--- config.mk ---
export PLATFORM = sky130hd
export DESIGN_NAME = saikoro_ctrl
export DESIGN_NICKNAME = d
export VERILOG_FILES = /design/src/rtl/saikoro_pkg.sv /design/src/rtl/btn_sync.sv /design/src/rtl/saikoro_ctrl.sv
export SDC_FILE = /design/constraint.sdc
export NUM_CORES = 1
export LEC_CHECK = 0
export ABC_AREA = 1
export CAP_MARGIN = 40
export CORE_UTILIZATION = 30
export CTS_CLUSTER_DIAMETER = 120
export DETAILED_ROUTE_END_ITERATION = 7
export PLACE_DENSITY = 0.51
export SLEW_MARGIN = 20
export SYNTH_ARGS = -nofsm -noshare
export SYNTH_HDL_FRONTEND = slang
export SYNTH_SLANG_ARGS = --single-unit
--- constraint.sdc ---
create_clock -name ck -period 2.85 [get_ports ck]
set_input_delay 0.7125 -clock ck [delete_from_list [all_inputs] [get_ports ck]]
set_output_delay 0.7125 -clock ck [all_outputs]
set_load 0.02 [all_outputs]
--- src/rtl/saikoro_pkg.sv ---
`default_nettype none
//-----------------------------------------------------------------------------
// saikoro_pkg: state encoding and default timing for the roll sequencer.
// Rev 1.0
//-----------------------------------------------------------------------------
package saikoro_pkg;

   typedef logic [1:0] state_t;

   localparam state_t S_IDLE  = 2'd0;
   localparam state_t S_SPIN  = 2'd1;
   localparam state_t S_DECEL = 2'd2;
   localparam state_t S_SHOW  = 2'd3;

   localparam int unsigned DEF_FAST_DIV    = 4;
   localparam int unsigned DEF_STEP_INC    = 2;
   localparam int unsigned DEF_DECEL_STEPS = 3;
   localparam int unsigned DEF_BLINK_DIV   = 5;
   localparam int unsigned DEF_TW          = 16;

endpackage
`default_nettype wire

--- src/rtl/btn_sync.sv ---
`default_nettype none
//-----------------------------------------------------------------------------
// btn_sync: two-flop synchronizer plus delay flop giving press/release strobes.
// Rev 1.0
//-----------------------------------------------------------------------------
module btn_sync (
   input  logic ck,
   input  logic reset,
   input  logic btn_i,
   output logic rise_o,
   output logic fall_o
);

   logic meta_q;
   logic sync_q;
   logic dly_q;

   always_ff @(posedge ck) begin
      if (reset) begin
         meta_q <= 1'b0;
         sync_q <= 1'b0;
         dly_q  <= 1'b0;
      end else begin
         meta_q <= btn_i;
         sync_q <= meta_q;
         dly_q  <= sync_q;
      end
   end

   assign rise_o = sync_q & ~dly_q;
   assign fall_o = ~sync_q & dly_q;

endmodule
`default_nettype wire

--- src/rtl/saikoro_ctrl.sv ---
`default_nettype none
//-----------------------------------------------------------------------------
// saikoro_ctrl: turns a push-button into spin / decelerate / show enable pulses.
// Rev 1.0
//-----------------------------------------------------------------------------
module saikoro_ctrl
   import saikoro_pkg::*;
#(
   parameter int unsigned FAST_DIV    = DEF_FAST_DIV,
   parameter int unsigned STEP_INC    = DEF_STEP_INC,
   parameter int unsigned DECEL_STEPS = DEF_DECEL_STEPS,
   parameter int unsigned BLINK_DIV   = DEF_BLINK_DIV,
   parameter int unsigned TW          = DEF_TW
) (
   input  logic ck,
   input  logic reset,
   input  logic btn,
   output logic enable,
   output logic rolling,
   output logic done,
   output logic lamp_on
);

   localparam logic [TW-1:0] c_fast_last  = TW'(FAST_DIV - 1);
   localparam logic [TW-1:0] c_int_init   = TW'(FAST_DIV + STEP_INC);
   localparam logic [TW-1:0] c_step_last  = TW'(DECEL_STEPS - 1);
   localparam logic [TW-1:0] c_blink_last = TW'(BLINK_DIV - 1);

   state_t        state_q,    state_d;
   logic [TW-1:0] timer_q,    timer_d;
   logic [TW-1:0] interval_q, interval_d;
   logic [TW-1:0] step_q,     step_d;
   logic [TW-1:0] blink_q,    blink_d;
   logic          lamp_q,     lamp_d;

   logic          w_rise;
   logic          w_fall;
   logic          w_spin_hit;
   logic          w_decel_hit;
   logic [TW:0]   w_int_sum;

   btn_sync u_btn_sync (
      .ck     (ck),
      .reset  (reset),
      .btn_i  (btn),
      .rise_o (w_rise),
      .fall_o (w_fall)
   );

   assign w_spin_hit  = (timer_q == c_fast_last);
   assign w_decel_hit = (timer_q == interval_q - TW'(1));
   // One extra bit catches overflow so the interval saturates instead of wrapping.
   assign w_int_sum   = {1'b0, interval_q} + (TW+1)'(STEP_INC);

   always_ff @(posedge ck) begin
      if (reset) begin
         state_q    <= S_IDLE;
         timer_q    <= '0;
         interval_q <= '0;
         step_q     <= '0;
         blink_q    <= '0;
         lamp_q     <= 1'b1;
      end else begin
         state_q    <= state_d;
         timer_q    <= timer_d;
         interval_q <= interval_d;
         step_q     <= step_d;
         blink_q    <= blink_d;
         lamp_q     <= lamp_d;
      end
   end

   always_comb begin
      state_d    = state_q;
      timer_d    = timer_q;
      interval_d = interval_q;
      step_d     = step_q;
      blink_d    = blink_q;
      lamp_d     = lamp_q;
      case (state_q)
         S_IDLE: begin
            if (w_rise) begin
               state_d = S_SPIN;
               timer_d = '0;
            end
         end
         S_SPIN: begin
            timer_d = w_spin_hit ? '0 : timer_q + TW'(1);
            if (w_fall) begin
               state_d    = S_DECEL;
               timer_d    = '0;
               interval_d = c_int_init;
               step_d     = '0;
            end
         end
         S_DECEL: begin
            if (w_decel_hit) begin
               timer_d    = '0;
               interval_d = w_int_sum[TW] ? '1 : w_int_sum[TW-1:0];
               step_d     = step_q + TW'(1);
               if (step_q == c_step_last) begin
                  state_d = S_SHOW;
                  blink_d = '0;
                  lamp_d  = 1'b1;
               end
            end else begin
               timer_d = timer_q + TW'(1);
            end
         end
         S_SHOW: begin
            if (blink_q == c_blink_last) begin
               blink_d = '0;
               lamp_d  = ~lamp_q;
            end else begin
               blink_d = blink_q + TW'(1);
            end
            if (w_rise) begin
               state_d = S_SPIN;
               timer_d = '0;
            end
         end
         default: begin
            state_d = S_IDLE;
         end
      endcase
   end

   always_comb begin
      enable  = ((state_q == S_SPIN) && w_spin_hit) ||
                ((state_q == S_DECEL) && w_decel_hit);
      rolling = (state_q == S_SPIN) || (state_q == S_DECEL);
      done    = (state_q == S_SHOW);
      lamp_on = (state_q == S_SHOW) ? lamp_q : 1'b1;
   end

endmodule
`default_nettype wire

==> out/metrics.json, run 1 <==
{
  "layout": {
    "final_nets": 827,
    "fillCellCount": 1777,
    "n_antenna_cell": 0,
    "finish.utilization": 0.3657,
    "most-common-layout-cells": "166 x sky130_fd_sc_hd__nand2_1, 114 x sky130_fd_sc_hd__nor2_1, 73 x sky130_fd_sc_hd__inv_1",
    "stdcell_count": 1034,
    "mostFrequentLayoutCell": "sky130_fd_sc_hd__nand2_1",
    "drive_gt1_frac": 0.1724,
    "areaGrowthSynthToFinish_pct": 17.93
  },
  "setup_path": {
    "worstPathArrival_ns": 2.17,
    "worst-endpoint-required_ns": 2.14,
    "worstReg2RegEnd": "blink_q[1]",
    "worst_path_max_delay_cell": "sky130_fd_sc_hd__dfxtp_2",
    "crit_path_cells": "inv_2 -> ha_2 -> inv_1 -> nor2_4 -> nand2_2 -> nor2_2 -> nand3_1 -> xor2_1 -> nor2_2 -> nand2_2 -> o21ai_4 -> buf_6",
    "cp-endpoint": "enable",
    "r2r_setup_slack_ns": 0.26,
    "ff2ff_path_depth": 16,
    "worstSetupPathType": "reg2out",
    "worst_flop_to_flop_path_startpoint": "interval_q[1]",
    "crit_path_start_kind": "register",
    "end_kind": "primary output",
    "delay_of_the_slowest_cell_on_the_worst_path_ns": 0.32,
    "crit_start": "interval_q[1]",
    "critical_path_peak_fanout": 4
  },
  "sta": {
    "timing_worst_slew_pin_value_ns": 0.7330,
    "achievable-frequency_mhz": 346.5,
    "setup_tns_ns": -0.03641,
    "timing.final.crit_period_ns": 2.886,
    "whs_ns": 0.4186,
    "clock-skew-final_ns": 0.008780,
    "final_max_slew_viol_count": 0,
    "slew_headroom": 0.5108,
    "setup_repair_after_global_routing_missed_its_margin": "yes",
    "final-setup-viol-count": 1,
    "final_hold_viol_count": 0,
    "post-route-worst-setup-slack_ns": -0.03641,
    "finalCritPeriodShare": 1.013
  },
  "power_and_ir_drop": {
    "power.density_cell_area_mw_per_mm2": 897.4,
    "power.ir.vdd_worst_v": 0.0003794,
    "power_frac_seq": 0.255,
    "power.static_leakage_uw": 0.002286,
    "clockPowerShare": 0.205,
    "netSwitchingFraction": 0.4652,
    "switchingPower_uw": 2442,
    "internal_power_uw": 2808,
    "p_comb_frac": 0.539
  },
  "place": {
    "port_buffers": 6,
    "gpl_congestion": 0.8482,
    "placed_cells_incl_taps": 1017,
    "hpwlAfterDp_um": 9427,
    "dp_worst_setup_slack_ns": -0.3347
  },
  "clocking": {
    "clock_latency_ns": 0.35,
    "cts_hold_bufs": 0,
    "cts_max_path_buffers": 2,
    "worst_setup_hold_path_clk_slew_ns": 0.06,
    "tritoncts": "done",
    "cts_root_buffer": "sky130_fd_sc_hd__clkbuf_16",
    "cts-htree-levels": 3,
    "clkSinkCount": 70,
    "number_of_buffers_added_by_the_clock_tree_synthesis_step": 9
  },
  "routing": {
    "route.vias.total": 4773,
    "remaining_number_of_nets_flagged_by_the_antenna_check_after_routing": 0,
    "drc": 0,
    "detail_route.iter0.violations": 266,
    "totalWireLength_um": 13070,
    "routed_via_density": 4.616,
    "routed_wire_length_per_instance_um": 12.64,
    "drt_first_pass_iters": 5
  },
  "global_routing": {
    "grtUsageTotal": 0.1649,
    "pin_count_of_the_biggest_net_entering_global_routing": 37,
    "gr-total-overflow": 0,
    "grt_pass1_wl_um": 21840,
    "grt_pass1_vias": 4408,
    "antenna_found_initial": 0
  },
  "synthesis": {
    "synth.area.mux_share": 0,
    "ys.warnings.count": 0,
    "syn_nets": 787,
    "top_cell_type_by_total_area_after_synthesis": "sky130_fd_sc_hd__dfxtp_1",
    "synthesis.area_per_instance_um2": 6.418,
    "netlist_top_cells_area": "sky130_fd_sc_hd__dfxtp_1 28%, sky130_fd_sc_hd__nand2_1 13%, sky130_fd_sc_hd__nor2_1 8.9%",
    "synth_top_family_by_area": "simple AND/OR/NAND/NOR gates",
    "synthesis.instances": 773,
    "synth_compound_gate_area_share": 0.07869,
    "yosys_reg_bits": 70,
    "edff_count_synth": 0,
    "sequential_area_share_after_synthesis": 0.2825,
    "synthAdderAreaFrac": 0.02774,
    "ys_types": 33,
    "synth.cell_area_mm2": 0.004961,
    "synth_top_area_share": 0.2825,
    "yosys_most_used_dff": "sky130_fd_sc_hd__dfxtp_1",
    "synth_simple_gate_area_frac": 0.4179,
    "synth-xor-area-share": 0.08827,
    "synth-async-reset-ratio": 0
  },
  "flow_run": {
    "max_capacitance_violation_total": 0
  },
  "floorplanning": {
    "fp.dieW_um": 130.6,
    "boundaryPins": 7,
    "initial_utilization": 0.3101,
    "floorplan.die.height_um": 130.6,
    "fp.coreArea_mm2": 0.01600,
    "die_area_mm2": 0.01706,
    "floorplan.rows": 46
  },
  "run_status": {
    "outcome": "finished with violations",
    "failing_checks": "negative setup slack"
  },
  "min_path": {
    "timing.hold.worst.class": "reg2reg"
  }
}
synthesized netlist by cell type (2+ instances only):
library cell / count
sky130_fd_sc_hd__nand3b_1: 2
sky130_fd_sc_hd__nor2_1: 117
sky130_fd_sc_hd__nand2_1: 169
sky130_fd_sc_hd__nor3_1: 22
sky130_fd_sc_hd__nor2_4: 4
sky130_fd_sc_hd__nand3_1: 59
sky130_fd_sc_hd__inv_2: 3
sky130_fd_sc_hd__nor2_2: 16
sky130_fd_sc_hd__nand2_2: 18
sky130_fd_sc_hd__inv_1: 76
sky130_fd_sc_hd__a21oi_2: 5
sky130_fd_sc_hd__and2_1: 3
sky130_fd_sc_hd__clkbuf_1: 8
sky130_fd_sc_hd__xnor2_1: 15
sky130_fd_sc_hd__nand2_4: 3
sky130_fd_sc_hd__or2_2: 3
sky130_fd_sc_hd__nand4_1: 23
sky130_fd_sc_hd__ha_1: 11
sky130_fd_sc_hd__buf_2: 10
sky130_fd_sc_hd__nor4_1: 16
sky130_fd_sc_hd__buf_6: 6
sky130_fd_sc_hd__o21ai_0: 23
sky130_fd_sc_hd__buf_4: 9
sky130_fd_sc_hd__a21oi_1: 40
sky130_fd_sc_hd__xor2_1: 35
sky130_fd_sc_hd__dfxtp_1: 70
sequential cells by signal (all words and copies together) (netlist names):
name,count
blink_q,16
interval_q,16
lamp_q,1
state_q,2
step_q,16
timer_q,16
u_btn_sync.dly_q,1
u_btn_sync.meta_q,1
u_btn_sync.sync_q,1
what timing repair did:
action / CTS / global route
gates resized for setup: 13 / 12
setup buffers: 0 / 1
gates cloned: 0 / 0
endpoints found under the setup margin: 1 / 5
pin swaps: 0 / 8
cell type report:
| class | instances | area (um^2) | area share |
|---|---|---|---|
| timing repair buffer | 63 | 501.7 | 0.08576 |
| multi-input combinational | 589 | 3090 | 0.5282 |
| clock inverter | 7 | 58.81 | 0.01005 |
| sequential | 70 | 1404 | 0.2399 |
| clock buffer | 9 | 225.2 | 0.03849 |
| inverter | 80 | 300.3 | 0.05133 |
| tap | 216 | 270.3 | 0.04619 |
how the worst min path moves through the flow:
| stage | depth (start not counted) | end | startpoint |
|---|---|---|---|
| 6_report | 2 | u_btn_sync.sync_q | u_btn_sync.meta_q |
| 5_1_grt | 2 | u_btn_sync.sync_q | u_btn_sync.meta_q |
| 3_3_place_gp | 2 | u_btn_sync.sync_q | u_btn_sync.meta_q |
| 4_1_cts | 2 | u_btn_sync.sync_q | u_btn_sync.meta_q |
| 2_1_floorplan | 2 | u_btn_sync.sync_q | u_btn_sync.meta_q |
| 3_5_place_dp | 2 | u_btn_sync.sync_q | u_btn_sync.meta_q |
kinds of logic (layout without fill, tap and decap cells):
group	after synthesis	after routing
XOR/XNOR	50	50
buffers and inverters	114	159
flip-flops	70	70
adder cells (fa/ha/maj)	11	11
AO/OA/AOI/OAI	72	72
AND/OR/NAND/NOR	456	456
critical path, delay by kind of cell, from the launching register on:
| family | cells | cell delay, ns |
|---|---|---|
| AND/OR/NAND/NOR | 6 | 0.68 |
| flip-flops | 1 | 0.32 |
| buffers and inverters | 3 | 0.28 |
| adder cells (fa/ha/maj) | 1 | 0.19 |
| AO/OA/AOI/OAI | 1 | 0.19 |
| XOR/XNOR | 1 | 0.18 |
power groups by stage:
stage	clock (uW)	combinational [uW]	sequential, uW
finish	1080	2830	1340
global route	1150	3230	1370
CTS	1120	2790	1340
detailed placement	0	2750	1360
global placement	0	2770	1360
floorplan	0	2190	1220
per-layer routing:
metal	vias up	GRT usage	wire (um)
met3	14	0.02117	316
met5	-	0	0
li1	2556	-	-
met2	63	0.2574	5790
met4	0	0.06423	206
met1	2140	0.2299	6753
metrics by stage:
step / cell area, um^2 / total power [uW]
floorplan: 4961 / 3412
global placement: 5504 / 4128
detailed placement: 5504 / 4109
CTS: 5816 / 5248
global route: 5851 / 5745
finish: 5851 / 5250
(Power assumes the default switching activity.)
==> inputs of run 2 (changes only) <==
Settings changed: CORE_MARGIN from default to 5.
==> run 2 against run 1 <==
The run now ends clean. Count of clock-buffer cells in the layout grew 2. First-iteration DRC count shrank 33%. Final cell count shrank 0.48%. Non-clock buffer count shrank 9. Clock skew grew 0.00083 ns. Fmax grew 5.4%. Total power grew 2.0%. Register-to-register slack gained 0.09 ns. Sequential share of layout area grew 0.19 points. Critical path depth grew 2.
==> out/metrics.json, run 2 (synthesized netlist as in run 1, its figures left out) <==
{
  "min_path": {
    "timing.hold.worst.class": "reg2reg"
  },
  "global_routing": {
    "antenna_found_initial": {"value": 0, "change": "unchanged"},
    "grt.busiest_layer": "met2",
    "global_route.usage.met2": {"value": 0.2127, "change": "-0.04465"},
    "gr-total-overflow": {"value": 0, "change": "unchanged"},
    "pin_count_of_the_biggest_net_entering_global_routing": {"value": 37, "change": "unchanged"},
    "gr-usage-met1": {"value": 0.1890, "change": "-0.04087"},
    "grtUsageTotal": {"value": 0.1360, "change": "-0.02890"},
    "grt_pass1_wl": {"value": 21760, "unit": "um", "change": "-0.35%"},
    "grt_pass1_vias": {"value": 4519, "change": "+2.5%"},
    "globalRouteMet3Util": {"value": 0.02552, "change": "+0.004345"}
  },
  "clocking": {
    "cts_root_buffer": "sky130_fd_sc_hd__clkbuf_16",
    "cts-htree-levels": {"value": 3, "change": "unchanged"},
    "number_of_buffers_added_by_the_clock_tree_synthesis_step": {"value": 9, "change": "unchanged"},
    "tritoncts": "done",
    "clkSinkCount": {"value": 70, "change": "unchanged"},
    "clock_latency": {"value": 0.35, "unit": "ns", "change": "about the same"},
    "cts_hold_bufs": {"value": 0, "change": "unchanged"},
    "worst_setup_hold_path_clk_slew": {"value": 0.06, "unit": "ns", "change": "about the same"},
    "cts_max_path_buffers": {"value": 2, "change": "unchanged"}
  },
  "routing": {
    "route.vias.total": {"value": 4724, "change": "-1.0%"},
    "routed_wire_length_per_instance": {"value": 12.30, "unit": "um", "change": "-2.7%"},
    "routed_via_density": {"value": 4.591, "change": "-0.55%"},
    "drt_first_pass_iters": {"value": 4, "change": "-1"},
    "remaining_number_of_nets_flagged_by_the_antenna_check_after_routing": {"value": 0, "change": "unchanged"},
    "detail_route.iter0.violations": {"value": 178, "change": "-33%"},
    "drc": {"value": 0, "change": "unchanged"},
    "totalWireLength": {"value": 12650, "unit": "um", "change": "-3.2%"}
  },
  "floorplanning": {
    "initial_utilization": {"value": 0.3024, "change": "-0.007685"},
    "floorplan.rows": {"value": 47, "change": "+2.2%"},
    "floorplan.die.height": {"value": 138.6, "unit": "um", "change": "+6.1%"},
    "fp.coreArea": {"value": 0.01641, "unit": "mm^2", "change": "+2.5%"},
    "fp.dieW": {"value": 138.6, "unit": "um", "change": "+6.1%"},
    "die_area": {"value": 0.01921, "unit": "mm^2", "change": "+13%"},
    "boundaryPins": {"value": 7, "change": "unchanged"}
  },
  "setup_path": {
    "worstSetupPathType": "reg2out",
    "crit_path_cells": "inv_4 -> ha_4 -> nand2_1 -> inv_1 -> nor2_1 -> nand2_1 -> nor2_1 -> nand3_1 -> nor2_1 -> nand2_1 -> nor2_2 -> nand2_2 -> o21ai_2 -> buf_6",
    "crit_path_start_kind": "register",
    "worst_path_max_delay_cell": "sky130_fd_sc_hd__dfxtp_2",
    "delay_of_the_slowest_cell_on_the_worst_path": {"value": 0.35, "unit": "ns", "change": "+0.03 ns"},
    "worst-endpoint-required": {"value": 2.14, "unit": "ns", "change": "about the same"},
    "worstPathArrival": {"value": 2.03, "unit": "ns", "change": "-0.14 ns"},
    "critical_path_peak_fanout": {"value": 3, "change": "-1"},
    "end_kind": "primary output"
  },
  "sta": {
    "clock-skew-final": {"value": 0.009610, "unit": "ns", "change": "+0.0008300 ns"},
    "achievable-frequency": {"value": 365.2, "unit": "MHz", "change": "+5.4%"},
    "post-route-worst-setup-slack": {"value": 0.1121, "unit": "ns", "change": "+0.1485 ns"},
    "setup_tns": {"value": 0, "unit": "ns", "change": "+0.03641 ns"},
    "finalCritPeriodShare": {"value": 0.9607, "change": "-0.05210"},
    "timing.final.crit_period": {"value": 2.738, "unit": "ns", "change": "-0.1485 ns"},
    "final_max_slew_viol_count": {"value": 0, "change": "unchanged"},
    "final_hold_viol_count": {"value": 0, "change": "unchanged"},
    "setup_repair_after_global_routing_missed_its_margin": "yes",
    "whs": {"value": 0.4379, "unit": "ns", "change": "+0.01931 ns"},
    "final-setup-viol-count": {"value": 0, "change": "-1"},
    "timing_worst_slew_pin_value": {"value": 0.4464, "unit": "ns", "change": "-0.2866 ns"},
    "slew_headroom": {"value": 0.7024, "change": "+0.1916"}
  },
  "power_and_ir_drop": {
    "power.static_leakage": {"value": 0.002245, "unit": "uW", "change": "-1.8%"},
    "power.ir.vdd_worst": {"value": 0.0003586, "unit": "V", "change": "-5.5%"},
    "p_comb_frac": {"value": 0.528, "change": "-0.011"},
    "power.density_cell_area": {"value": 919.7, "unit": "mW/mm^2", "change": "+2.5%"},
    "power_frac_seq": {"value": 0.254, "change": "about the same"},
    "totalPowerFinal": {"value": 5353, "unit": "uW", "change": "+2.0%"},
    "netSwitchingFraction": {"value": 0.4520, "change": "-0.01321"},
    "clockPowerShare": {"value": 0.218, "change": "+0.013"},
    "switchingPower": {"value": 2420, "unit": "uW", "change": "-0.93%"},
    "internal_power": {"value": 2934, "unit": "uW", "change": "+4.5%"}
  },
  "flow_run": {
    "max_capacitance_violation_total": {"value": 0, "change": "unchanged"}
  },
  "place": {
    "placed_cells_incl_taps": {"value": 1011, "change": "-0.59%"},
    "hpwlAfterDp": {"value": 9271, "unit": "um", "change": "-1.6%"},
    "dp_worst_setup_slack": {"value": -0.2594, "unit": "ns", "change": "+0.07529 ns"},
    "port_buffers": {"value": 6, "change": "unchanged"},
    "gpl_congestion": {"value": 0.8596, "change": "+1.3%"}
  },
  "layout": {
    "seq_area": {"value": 0.001408, "unit": "mm^2", "change": "+0.27%"},
    "fillCellCount": {"value": 1807, "change": "+1.7%"},
    "final_nets": {"value": 818, "change": "-1.1%"},
    "most-common-layout-cells": "168 x sky130_fd_sc_hd__nand2_1, 112 x sky130_fd_sc_hd__nor2_1, 72 x sky130_fd_sc_hd__inv_1",
    "multi_input_comb_area": {"value": 0.003103, "unit": "mm^2", "change": "+0.41%"},
    "n_antenna_cell": {"value": 0, "change": "unchanged"},
    "mostFrequentLayoutCell": "sky130_fd_sc_hd__nand2_1",
    "drive_gt1_frac": {"value": 0.1681, "change": "-0.004263"},
    "areaGrowthSynthToFinish_pct": 17.33,
    "stdcell_count": {"value": 1029, "change": "-0.48%"}
  },
  "run_status": {
    "outcome": "completed"
  }
}
-- run 2: critical path, delay by kind of cell, from the launching register on --
family                     cells  cell delay, ns
AOI/OAI and AO/OA              1            0.17
adders and majority gates      1            0.23
buffers and inverters          3            0.23
DFF                            1            0.35
and+or+nand+nor                9            0.71
-- run 2: layer usage --
metal  vias to the layer above  wire length (um)
li1                       2544                 -
met1                      2115              6485
met2                        51              5585
met3                        14               387
met4                         0               195
met5                         -                 0
-- run 2: cell type report --
type	count	area share
sequential	70	0.2418
multi-input combinational	589	0.5331
inverter	80	0.05202
clock buffer	11	0.04342
timing repair buffer	54	0.07244
tap	220	0.04729
clock inverter	5	0.009888
-- run 2: what timing repair did --
action,CTS,global route
pin swaps,0,11
setup buffers,0,2
resized for setup,16,17
endpoints found under the setup margin,1,4
-- run 2: stage by stage --
stage               utilization  area (um^2)
floorplan                     -         4961
global placement         0.3304         5421
detailed placement       0.3304         5421
CTS                      0.3513         5763
global route             0.3548         5821
finish                   0.3548         5821
-- run 2: power groups by stage --
stage	registers [uW]	clock network, uW	logic, uW
floorplan	1220	0	2190
global placement	1370	0	2700
detailed placement	1370	0	2700
CTS	1350	1210	2760
global route	1380	1250	3220
finish	1360	1170	2830
-- run 2: worst paths after layout --
| path | startpoint | end | slack (ns) | cells past startpoint |
|---|---|---|---|---|
| setup reg to reg | interval_q[1] | state_q[1] | 0.35 | 19 |
| hold reg to reg | u_btn_sync.meta_q | u_btn_sync.sync_q | 0.44 | 2 |
| hold / removal | u_btn_sync.meta_q | u_btn_sync.sync_q | 0.44 | 2 |
| setup / recovery | interval_q[1] | enable | 0.11 | 14 |
==> inputs of run 3 (changes only) <==
Settings changed: CTS_BUF_LIST from default to sky130_fd_sc_hd__clkbuf_8.
Clock period 2.85 ns to 2.7 ns, I/O delays scaled along.
==> run 3 against run 2 <==
Clock skew up 0.0073 ns. Critical path depth is 2 lower. Total power rose by 0.57%. Final cell count increased by 1.9%. Setup slack worse by 0.11 ns. Flip-flop and latch count is the same. Wire length up 0.19%. Combinational power up 7.1%. Die area unchanged. Largest power group unchanged. Highest routed layer unchanged.
==> out/metrics.json, run 3 (synthesized netlist as in run 1, its figures left out) <==
{
  "layout": {
    "n_antenna_cell": {"value": 0, "change": "unchanged"},
    "areaGrowthSynthToFinish_pct": 18.08,
    "drive_gt1_frac": {"value": 0.1797, "change": "+0.01163"},
    "fillCellCount": {"value": 1770, "change": "-2.0%"},
    "most-common-layout-cells": "168 x sky130_fd_sc_hd__nand2_1, 114 x sky130_fd_sc_hd__nor2_1, 77 x sky130_fd_sc_hd__inv_1",
    "final_area": {"value": 0.005858, "unit": "mm^2", "change": "+0.64%"},
    "final_nets": {"value": 838, "change": "+2.4%"},
    "mostFrequentLayoutCell": "sky130_fd_sc_hd__nand2_1"
  },
  "global_routing": {
    "grt_pass1_vias": {"value": 4456, "change": "-1.4%"},
    "gr-total-overflow": {"value": 0, "change": "unchanged"},
    "pin_count_of_the_biggest_net_entering_global_routing": {"value": 37, "change": "unchanged"},
    "grtUsageTotal": {"value": 0.1348, "change": "-0.001247"},
    "antenna_found_initial": {"value": 0, "change": "unchanged"},
    "grt_pass1_wl": {"value": 21740, "unit": "um", "change": "about the same"}
  },
  "floorplanning": {
    "initial_utilization": {"value": 0.3024, "change": "unchanged"},
    "die_area": {"value": 0.01921, "unit": "mm^2", "change": "unchanged"},
    "floorplan.die.height": {"value": 138.6, "unit": "um", "change": "unchanged"},
    "boundaryPins": {"value": 7, "change": "unchanged"},
    "floorplan.rows": {"value": 47, "change": "unchanged"},
    "fp.dieW": {"value": 138.6, "unit": "um", "change": "unchanged"},
    "fp.coreArea": {"value": 0.01641, "unit": "mm^2", "change": "unchanged"}
  },
  "clocking": {
    "number_of_buffers_added_by_the_clock_tree_synthesis_step": {"value": 9, "change": "unchanged"},
    "cts_max_path_buffers": {"value": 2, "change": "unchanged"},
    "cts-htree-levels": {"value": 3, "change": "unchanged"},
    "cts_hold_bufs": {"value": 0, "change": "unchanged"},
    "clkSinkCount": {"value": 70, "change": "unchanged"},
    "cts_root_buffer": "sky130_fd_sc_hd__clkbuf_8",
    "worst_setup_hold_path_clk_slew": {"value": 0.08, "unit": "ns", "change": "+0.02 ns"},
    "clock_latency": {"value": 0.36, "unit": "ns", "change": "about the same"},
    "tritoncts": "done"
  },
  "sta": {
    "timing.final.crit_period_ns": 2.698,
    "setup_repair_after_global_routing_missed_its_margin": "yes",
    "final_hold_viol_count": {"value": 0, "change": "unchanged"},
    "finalCritPeriodShare": 0.9991,
    "whs": {"value": 0.4698, "unit": "ns", "change": "+0.03190 ns"},
    "slew_headroom": {"value": 0.7051, "change": "+0.002646"},
    "timing_worst_slew_pin_value": {"value": 0.4384, "unit": "ns", "change": "-0.008011 ns"},
    "achievable-frequency_mhz": 370.7,
    "setup_tns": {"value": 0, "unit": "ns", "change": "unchanged"},
    "clock-skew-final": {"value": 0.01688, "unit": "ns", "change": "+0.007266 ns"},
    "final_max_slew_viol_count": {"value": 0, "change": "unchanged"},
    "final-setup-viol-count": {"value": 0, "change": "unchanged"}
  },
  "routing": {
    "routed_via_density": {"value": 4.527, "change": "-1.4%"},
    "drt_first_pass_iters": {"value": 5, "change": "+1"},
    "routed_wire_length_per_instance": {"value": 12.08, "unit": "um", "change": "-1.7%"},
    "route.vias.total": {"value": 4749, "change": "+0.53%"},
    "detail_route.iter0.violations": {"value": 258, "change": "+45%"},
    "drc": {"value": 0, "change": "unchanged"},
    "totalWireLength": {"value": 12680, "unit": "um", "change": "+0.19%"},
    "remaining_number_of_nets_flagged_by_the_antenna_check_after_routing": {"value": 0, "change": "unchanged"}
  },
  "power_and_ir_drop": {
    "power.static_leakage": {"value": 0.002323, "unit": "uW", "change": "+3.5%"},
    "power.ir.vdd_worst": {"value": 0.0004054, "unit": "V", "change": "+13%"},
    "power.density_cell_area": {"value": 919.0, "unit": "mW/mm^2", "change": "about the same"}
  },
  "setup_path": {
    "worstSetupPathType": "reg2out",
    "crit_path_start_kind": "register",
    "critical_path_peak_fanout": {"value": 4, "change": "+1"},
    "worst-endpoint-required": {"value": 2.03, "unit": "ns", "change": "-0.11 ns"},
    "worstPathArrival": {"value": 2.02, "unit": "ns", "change": "about the same"},
    "end_kind": "primary output"
  },
  "min_path": {
    "timing.hold.worst.class": "reg2reg"
  },
  "run_status": {
    "outcome": "completed"
  },
  "place": {
    "hpwlAfterDp": {"value": 9449, "unit": "um", "change": "+1.9%"},
    "gpl_congestion": {"value": 0.8883, "change": "+3.3%"},
    "placement.cell_area": {"value": 0.005572, "unit": "mm^2", "change": "+2.8%"},
    "port_buffers": {"value": 6, "change": "unchanged"}
  },
  "flow_run": {
    "max_capacitance_violation_total": {"value": 0, "change": "unchanged"}
  }
}
run 3: final timing paths:
| kind | startpoint | end | slack (ns) | depth (start not counted) |
|---|---|---|---|---|
| setup / recovery | interval_q[1] | enable | 0.002 | 12 |
| hold / removal | u_btn_sync.meta_q | u_btn_sync.sync_q | 0.47 | 2 |
| setup reg to reg | state_q[0] | timer_q[15] | 0.37 | 12 |
| hold reg to reg | u_btn_sync.meta_q | u_btn_sync.sync_q | 0.47 | 2 |
run 3: layer usage:
layer	GRT usage	wire [um]	vias up
met5	0	0	-
met4	0.03016	144	0
met3	0.02345	392	7
met2	0.2071	5465	46
met1	0.1973	6675	2112
li1	-	-	2584
run 3: worst max-delay path: stages (launching register included):
cell and delay [ns]:
sky130_fd_sc_hd__dfxtp_2 0.34, sky130_fd_sc_hd__inv_4 0.08, sky130_fd_sc_hd__ha_4 0.15, sky130_fd_sc_hd__inv_1 0.06, sky130_fd_sc_hd__nor2_4 0.11, sky130_fd_sc_hd__nand2_1 0.09, sky130_fd_sc_hd__nor2_2 0.10, sky130_fd_sc_hd__nand3_1 0.08
sky130_fd_sc_hd__xor2_1 0.15, sky130_fd_sc_hd__nor2_2 0.15, sky130_fd_sc_hd__nand2_2 0.08, sky130_fd_sc_hd__o21ai_2 0.14, sky130_fd_sc_hd__buf_6 0.13
run 3: what timing repair did:
action / in CTS / in global routing
buffers inserted: 2 / 0
pin swaps: 6 / 1
hold endpoints to repair: 0 / 0
resized for setup: 26 / 3
endpoints found under the setup margin: 1 / 1
run 3: power breakdown:
part / switching (uW) / internal (uW) / total [uW] / leakage [uW]
Combinational: 1830 / 1200 / 3030 / 0.00163
Clock: 423 / 509 / 933 / 0.000118
Sequential: 234 / 1190 / 1430 / 0.000570
run 3: per-stage QoR:
stage                     cells  setup WS, ns  total power, uW    util
after floorplan             773        0.1045             3601       -
after detailed placement   1031       -0.3150             4355  0.3396
after global placement     1031       -0.2698             4364  0.3396
after CTS                  1049      0.005677             5421  0.3569
after global routing       1049       -0.1307             5866  0.3571
final                      1049      0.002343             5383  0.3571
run 3: cell type report:
cell class	count	area [um^2]	area share
Multi-Input combinational cell	589	3093	0.5280
Sequential cell	70	1408	0.2403
Timing Repair Buffer	74	571.8	0.09761
Clock buffer	9	123.9	0.02114
Tap cell	220	275.3	0.04699
Clock inverter	7	83.83	0.01431
Inverter	80	302.8	0.05169
